<file path="config.mk">
export PLATFORM = sky130hd
export DESIGN_NAME = pipe_reg_skid
export DESIGN_NICKNAME = d
export VERILOG_FILES = /design/src/rtl/pipe_pkg.sv /design/src/rtl/reg_param.sv /design/src/rtl/pipe_reg_skid.sv
export SDC_FILE = /design/constraint.sdc
export NUM_CORES = 1
export LEC_CHECK = 0
export ABC_AREA = 1
export CELL_PAD_IN_SITES_DETAIL_PLACEMENT = 0
export CELL_PAD_IN_SITES_GLOBAL_PLACEMENT = 1
export CORE_UTILIZATION = 34
export CTS_BUF_LIST = sky130_fd_sc_hd__clkbuf_4
export CTS_CLUSTER_SIZE = 40
export DETAILED_ROUTE_END_ITERATION = 12
export GPL_TIMING_DRIVEN = 0
export HOLD_SLACK_MARGIN = 0.03
export PLACE_DENSITY_LB_ADDON = 0.15
export SLEW_MARGIN = 25
export SYNTH_ARGS = -nofsm -noshare
export SYNTH_HDL_FRONTEND = slang
export SYNTH_SLANG_ARGS = --single-unit
</file>
<file path="constraint.sdc">
create_clock -name clk -period 1.2 [get_ports clk]
set_input_delay 0.12 -clock clk [delete_from_list [all_inputs] [get_ports clk]]
set_output_delay 0.12 -clock clk [all_outputs]
set_load 0.05 [all_outputs]
</file>
<file path="src/rtl/pipe_pkg.sv">
// Shared types and constants for the skid-buffered pipeline register.
// The optional stall counter is enabled with PIPE_STALL_CNT_EN.
package pipe_pkg;

    localparam int unsigned STATE_W     = 2;
    localparam int unsigned STALL_CNT_W = 16;

    typedef enum logic [STATE_W-1:0] {
        EMPTY = 2'b00,
        FULL  = 2'b01,
        SKID  = 2'b10
    } pipe_state_t;

    // Saturating increment for the stall counter
    function automatic logic [STALL_CNT_W-1:0] sat_inc(input logic [STALL_CNT_W-1:0] v);
        return (&v) ? v : v + STALL_CNT_W'(1);
    endfunction

endpackage

</file>
<file path="src/rtl/reg_param.sv">
// WIDTH-bit enable register with asynchronous active-low clear to RESET_VAL.
module reg_param #(
    parameter int unsigned         WIDTH     = 65,
    parameter logic [WIDTH-1:0]    RESET_VAL = '0
) (
    input  logic             clk,
    input  logic             clr_n,
    input  logic             en_i,
    input  logic [WIDTH-1:0] d_i,
    output logic [WIDTH-1:0] q_o
);

    logic [WIDTH-1:0] q_q;

    always_ff @(posedge clk or negedge clr_n) begin
        if (!clr_n) begin
            q_q <= RESET_VAL;
        end else if (en_i) begin
            q_q <= d_i;
        end
    end

    assign q_o = q_q;

endmodule

</file>
<file path="src/rtl/pipe_reg_skid.sv">
// Single pipeline stage with valid/ready handshake and a one-entry skid buffer.
// Optional stall counter output enabled by defining PIPE_STALL_CNT_EN.
module pipe_reg_skid
    import pipe_pkg::*;
#(
    parameter int unsigned         WIDTH     = 65,
    parameter logic [WIDTH-1:0]    RESET_VAL = '0
) (
    input  logic                   clk,
    input  logic                   clr_n,
    input  logic                   in_valid,
    input  logic [WIDTH-1:0]       in_data,
    output logic                   in_ready,
    output logic                   out_valid,
    output logic [WIDTH-1:0]       out_data,
    input  logic                   out_ready,
`ifdef PIPE_STALL_CNT_EN
    output logic [STALL_CNT_W-1:0] stall_cnt,
`endif
    input  logic                   flush
);

    pipe_state_t      state_q, state_d;
    logic             in_ready_q, out_valid_q;
    logic             main_en, skid_en, main_sel_skid;
    logic [WIDTH-1:0] main_d, main_q, skid_q;

    // Next-state and data-enable decode; flush overrides every handshake
    always_comb begin
        state_d       = state_q;
        main_en       = 1'b0;
        skid_en       = 1'b0;
        main_sel_skid = 1'b0;
        case (state_q)
            EMPTY: begin
                if (in_valid) begin
                    main_en = 1'b1;
                    state_d = FULL;
                end
            end
            FULL: begin
                if (in_valid && out_ready) begin
                    main_en = 1'b1;
                end else if (in_valid) begin
                    skid_en = 1'b1;
                    state_d = SKID;
                end else if (out_ready) begin
                    state_d = EMPTY;
                end
            end
            SKID: begin
                if (out_ready) begin
                    main_en       = 1'b1;
                    main_sel_skid = 1'b1;
                    state_d       = FULL;
                end
            end
            default: state_d = EMPTY;
        endcase
        if (flush) begin
            state_d = EMPTY;
            main_en = 1'b0;
            skid_en = 1'b0;
        end
    end

    assign main_d = main_sel_skid ? skid_q : in_data;

    // Handshake outputs are pre-decoded from the next state so they leave a flop
    always_ff @(posedge clk or negedge clr_n) begin
        if (!clr_n) begin
            state_q     <= EMPTY;
            in_ready_q  <= 1'b1;
            out_valid_q <= 1'b0;
        end else begin
            state_q     <= state_d;
            in_ready_q  <= (state_d != SKID);
            out_valid_q <= (state_d != EMPTY);
        end
    end

    reg_param #(
        .WIDTH     (WIDTH),
        .RESET_VAL (RESET_VAL)
    ) u_main (
        .clk   (clk),
        .clr_n (clr_n),
        .en_i  (main_en),
        .d_i   (main_d),
        .q_o   (main_q)
    );

    reg_param #(
        .WIDTH     (WIDTH),
        .RESET_VAL (RESET_VAL)
    ) u_skid (
        .clk   (clk),
        .clr_n (clr_n),
        .en_i  (skid_en),
        .d_i   (in_data),
        .q_o   (skid_q)
    );

    assign in_ready  = in_ready_q;
    assign out_valid = out_valid_q;
    assign out_data  = main_q;

`ifdef PIPE_STALL_CNT_EN
    logic [STALL_CNT_W-1:0] stall_cnt_q;

    always_ff @(posedge clk or negedge clr_n) begin
        if (!clr_n) begin
            stall_cnt_q <= '0;
        end else if (flush) begin
            stall_cnt_q <= '0;
        end else if (out_valid_q && !out_ready) begin
            stall_cnt_q <= sat_inc(stall_cnt_q);
        end
    end

    assign stall_cnt = stall_cnt_q;
`endif

endmodule
</file>
# Word-level counts from Yosys, hierarchy flattened
# Cells that the tools add are included.
[totals]
register_bits = 134
inputBits = 70
out_inout_bits = 67
elab_cells = 28
[op_classes]
eq_ne = 3
muxes = 17
reduce_logical = 3
[ops]
columns = ["cell", "n"]
rows = [
  ["two-way mux 65 bit", 1],
  ["two-way mux 2 bit", 6],
  ["two-way mux 1 bit", 8],
  ["case mux 2 bit (3 select lines)", 1],
  ["case mux 1 bit (3 select lines)", 1],
  ["equality test 2 x 1 -> 1 bit (second input constant)", 1],
  ["equality test 2 bit (second input constant)", 1],
  ["zero test 2 bit", 1],
  ["inequality test 2 bit (second input constant)", 1],
  ["nonzero test 2 bit", 1],
  ["logical AND 1 bit", 1],
]

# Longest topological paths before layout
[logic_depth]
depth_word = 6
ltp_mapped = 9
ltp_nobuf = 7

# Modules after synthesis
# From an unflattened synthesis, not the netlist that was laid out.
[unflattened]
cells_unflattened = 789
hier_area_um2 = 6195.9
[by_module_without_submodules]
columns = ["module", "n_inst", "cells_each", "area_per_inst_um2", "seq_area_each_um2"]
rows = [
  ["reg_param", 2, 275, 2472.4, 1626.6],
  ["pipe_reg_skid", 1, 239, 1251.2, 101.3],
]

# Worst setup path after synthesis
# Ideal clock, no wire load.
[synth_path]
kind = "register to register"
startpoint = "register state_q[1]"
endpoint = "register u_main.q_q[17] (netlist: u_main.q_o[17])"
setup_ps = 118
arrival_ps = 1201
required_time_ps = 1082
slack_ps = -119
path_stages_with_launch = 10
n_path_buf = 3
period_less_slack_ps = 1319
cell_sequence = "dfrtp_1 buf_2 nor2_1 nand2_1 nand2_1 nand2_1 buf_4 buf_4 nand2_1 nand2_1"
[synth_between]
elab_chain_cells = 3
elab_cells_between_ends = 7
classes_between = "eq/ne (2); mux (4); reduce/logical (1)"
[synth_lines]
columns = ["item", "line", "rtl"]
rows = [
  ["start: declaration", "pipe_reg_skid.sv:23", "pipe_state_t state_q, state_d;"],
  ["start signal: assignment", "pipe_reg_skid.sv:76", "state_q <= state_d;"],
  ["equality test 2 bit (tied with other cells)", "pipe_reg_skid.sv:34", "case (state_q)"],
  ["case mux 1 bit (3 select lines) or two-way mux 1 bit (tied branches)", "pipe_reg_skid.sv:34", ""],
  ["two-way mux 1 bit or two-way mux 65 bit (tied branches)", "pipe_reg_skid.sv:60, pipe_reg_skid.sv:67", ""],
  ["end signal: assignment", "reg_param.sv:19", "q_q <= d_i;"],
  ["end: declaration", "reg_param.sv:13", "logic [WIDTH-1:0] q_q;"],
]
# Several ways; a longest one is shown, not always the timed one.
# A chain may end at the register's enable or synchronous reset.

# Final worst setup path
[layout_path]
startpoint = "input flush"
endpoint = "register u_main.q_q[42] (netlist: u_main.q_o[42])"
[layout_between]
elab_chain_cells = 1
[layout_lines]
columns = ["item", "line", "rtl"]
rows = [
  ["start: declaration", "pipe_reg_skid.sv:20", "input logic flush"],
  ["two-way mux 1 bit", "pipe_reg_skid.sv:60", "if (flush) begin"],
]
# Every way passes these cells.

==> metrics list <==
- Result of the run: finished with violations
- The final reports fail on setup timing.
- The analysis attributes to net switching a power of 5.17 mW.
- Int Power: a little under 9 mW
- Actual transition at the worst max-transition pin: 528 ps
- Of the cells placed in the final design, the portion with a size suffix greater than 1 is around a third.
- Switch share: roughly 37%
- Reported max-cap violation count: 0
- Worst slew slack as a fraction of its limit: 64.8%
- Post-DR wirelength/cell: roughly 15 um
- Clock tree synthesis selected as its root buffer the cell clkbuf_4.
- The share of total power dissipated in the clock network is 21.0%.
- Clock latency on the worst-skew pair, taken at its later pin, is ~550 ps.
- Worst EP required: 1680 ps
- In the layout the commonest cells are 247 x nand2_1, 133 x dfrtp_1, 78 x buf_6.
- Pin placement for this block handled 137 I/O pins.
- Synth unique cells: 16
- Maximum clock skew at final layout: 21.0 ps
- Mapped cell area: 6270 um2
- In this run the deepest clock path goes through 2 buffers.
* Final Instance Area: a little under 10000 um2
* Via total after detailed routing: 6016
* Clock sink total: 134
- Initial drt markers: ~310
- Data arrival time of the critical path: 1920 ps
- Gpl congestion: 0.788
- The worst setup path is of the in2reg kind.
- Horizontal die dimension: 138 um
- Final critical-path setup slack: -239 ps
- Clock-pin slew was measured on the worst setup and hold paths at 110 ps.
- Pin count of the biggest net entering global routing: 88
- DIE HEIGHT: 138 um
- Standard-cell row count: 49
* Total wire length: 19400 um
- Leading cell type in the layout, fill and taps excluded: nand2_1
- Estimated wirelength of the detail-placed design: between 10000 and 15000 um
- Flip-flop and latch count after synthesis: ~130
- Storage cell area: 3350 um2
* Leak: 5.13 nW
- The final layout contains 1083 nets.
* Footprint of the multi-input gates: 2950 um2
- Unrepaired setup endpoints after global routing: true
* Avg Cell Area, Syn: ~7.8 um2
* Utilization after layout: a little over half
- Per report_power, the combinational group accounts for 35.1% of the total.
- Critical R2R Launch: state_q[0]$_DFF_PN0_
- The layout has 1710 filler cells.
* Cts bufs inserted: 17
* Count of pins over their slew limit: 0
- Summed over all layers, the global routing overflow is 0.
- H-tree depth reported by CTS: 4
- Post-place instance area: 8020 um2
- The worst path uses 120% of the clock period.
- Die area: between 15000 and 20000 um2
* Clock tree from TritonCTS: yes
- Final Hold Vio Count: 0
* Max Clk Rate: 695 MHz
- Number of warnings printed during yosys synthesis: 0
- Largest fanout on the critical path: 10
- The via count of the first global-routing pass is 5679.
* GRT Resource Usage Total: 20.4%
* Beginning of the critical path: flush
* Antenna violation net count after detailed routing: 0
- DR vias/cell: between 4 and 5
- Post-route DRC violation count: 0
* Crit end category: flop
- The number of antenna violations at the first check in global routing was 1.
- The worst setup path is launched from a primary input.
- Ranked by total cell area, the synthesized netlist is headed by dfrtp_1 53%, nand2_1 20%, nand4_1 6.5%.
- Of the total power, registers draw 43.9%.
* Library cell with the largest summed area after synthesis: dfrtp_1
- Area growth syn-to-layout: 57.8%
- Wire length of the first global-routing pass: 29300 um
- Final worst path period need: between 1000 and 1500 ps
- Seq/Total Area, Yosys: 53.5%
- Setup violators final: 199
* Gate count of the mapped netlist: 805
- For this configuration, the core starts out at a cell density of 34.8%.
- Across the VDD grid, the largest voltage drop is 0.686 mV.
- Number of I/O port buffers: 136
* PnR Total Power: 14.1 mW
- The first TritonRoute pass finished after 5 iterations.
- The region available for standard cell placement spans approximately 18000 um2.
- Summed over its instances, the top area cell type makes up 53.1% of the synthesized netlist area.
- Dividing total power by cell area gives a power density of 1420 nW/um2.
- Syn_nets: slightly below 900
- R2R cell count: 7
* Setup total negative slack: -24450 ps
- The min-delay analysis places its worst path in the category in2async.
==> synth_stat cells <==
| library cell | instances |
|---|---|
| dfstp_2 | 1 |
| nand3_1 | 69 |
| nor2_2 | 1 |
| buf_2 | 35 |
| nor2_1 | 2 |
| inv_2 | 2 |
| inv_1 | 68 |
| o21ai_0 | 62 |
| nand2_1 | 334 |
| clkbuf_2 | 3 |
| dfrtp_1 | 133 |
| buf_4 | 5 |
| clkbuf_1 | 21 |
| nand4_1 | 65 |
| nor3_1 | 1 |
| o21ai_1 | 3 |
==> sequential cells by signal, indices dropped and copies added (netlist names) <==
register,cells
u_skid.q_o,65
in_ready,1
state_q,2
u_main.q_o,65
out_valid,1
==> per-stage QoR <==
stage	instances	hold WS (ps)	setup WS, ps
3_5_place_dp	1171	45.7	-984
2_1_floorplan	805	-176	-25.2
6_report	1257	49.8	-239
3_3_place_gp	1170	454	-5710
5_1_grt	1256	42.7	-296
4_1_cts	1229	15.5	-199
==> routing by layer <==
layer  wire length [um]  vias to the layer above  track usage [%]
li1                   -                     3009                -
met3                926                       22             4.78
met2               9350                      141             32.2
met4                252                        0             6.10
met5                  0                        -                0
met1               8890                     2844             27.6
==> worst max-delay path: stages <==
cell             delay, ps
clkdlybuf4s50_1        460
inv_1                  200
clkbuf_2               400
clkbuf_1               470
nand3_1                160
nand2_1                100
==> cell type report <==
class / instances / area share (%)
Antenna cell: 2 / 0.0506
Buffer: 62 / 6.53
Clock buffer: 21 / 1.59
Clock inverter: 11 / 1.10
Inverter: 70 / 2.68
Multi-Input combinational cell: 537 / 29.8
Sequential cell: 134 / 33.9
Tap cell: 229 / 2.89
Timing Repair Buffer: 191 / 21.5
==> final timing paths <==
path | end | slack [ps]
max | u_main.q_o[42]$_DFFE_PN0P_ | -240
min | u_main.q_o[34]$_DFFE_PN0P_ | 50
max in group asynchronous | u_main.q_o[29]$_DFFE_PN0P_ | 170
min in group clk | u_skid.q_o[57]$_DFFE_PN0P_ | 130
max reg2reg | u_main.q_o[42]$_DFFE_PN0P_ | -230
min reg2reg | u_skid.q_o[11]$_DFFE_PN0P_ | 490
==> repair_timing <==
action,in CTS,in global routing
gates cloned,3,9
setup buffers,21,21
gates resized for setup,589,215
hold buffers,2,0
pin swaps,13,14
hold endpoints to repair,133,0
endpoints found under the setup margin,200,199
==> power by group through the flow <==
stage	clock network (mW)	registers, mW	logic (mW)
final	2.95	6.17	4.93
after global routing	3.26	6.29	5.31
after CTS	3.09	6.02	4.41
after detailed placement	0	6.02	3.94
after global placement	0	6.02	3.89
after floorplan	0	7.28	1.12
==> logic make-up (layout without fill, tap and decap cells) <==
logic type	count (synthesis)	count (layout)	synth area share (%)
AOI/OAI and AO/OA	65	65	5.19
buffers and inverters	134	355	9.07
DFF	134	134	53.5
other	0	2	0
and+or+nand+nor	472	472	32.3
Note: power is estimated with default switching activity, not from simulation.
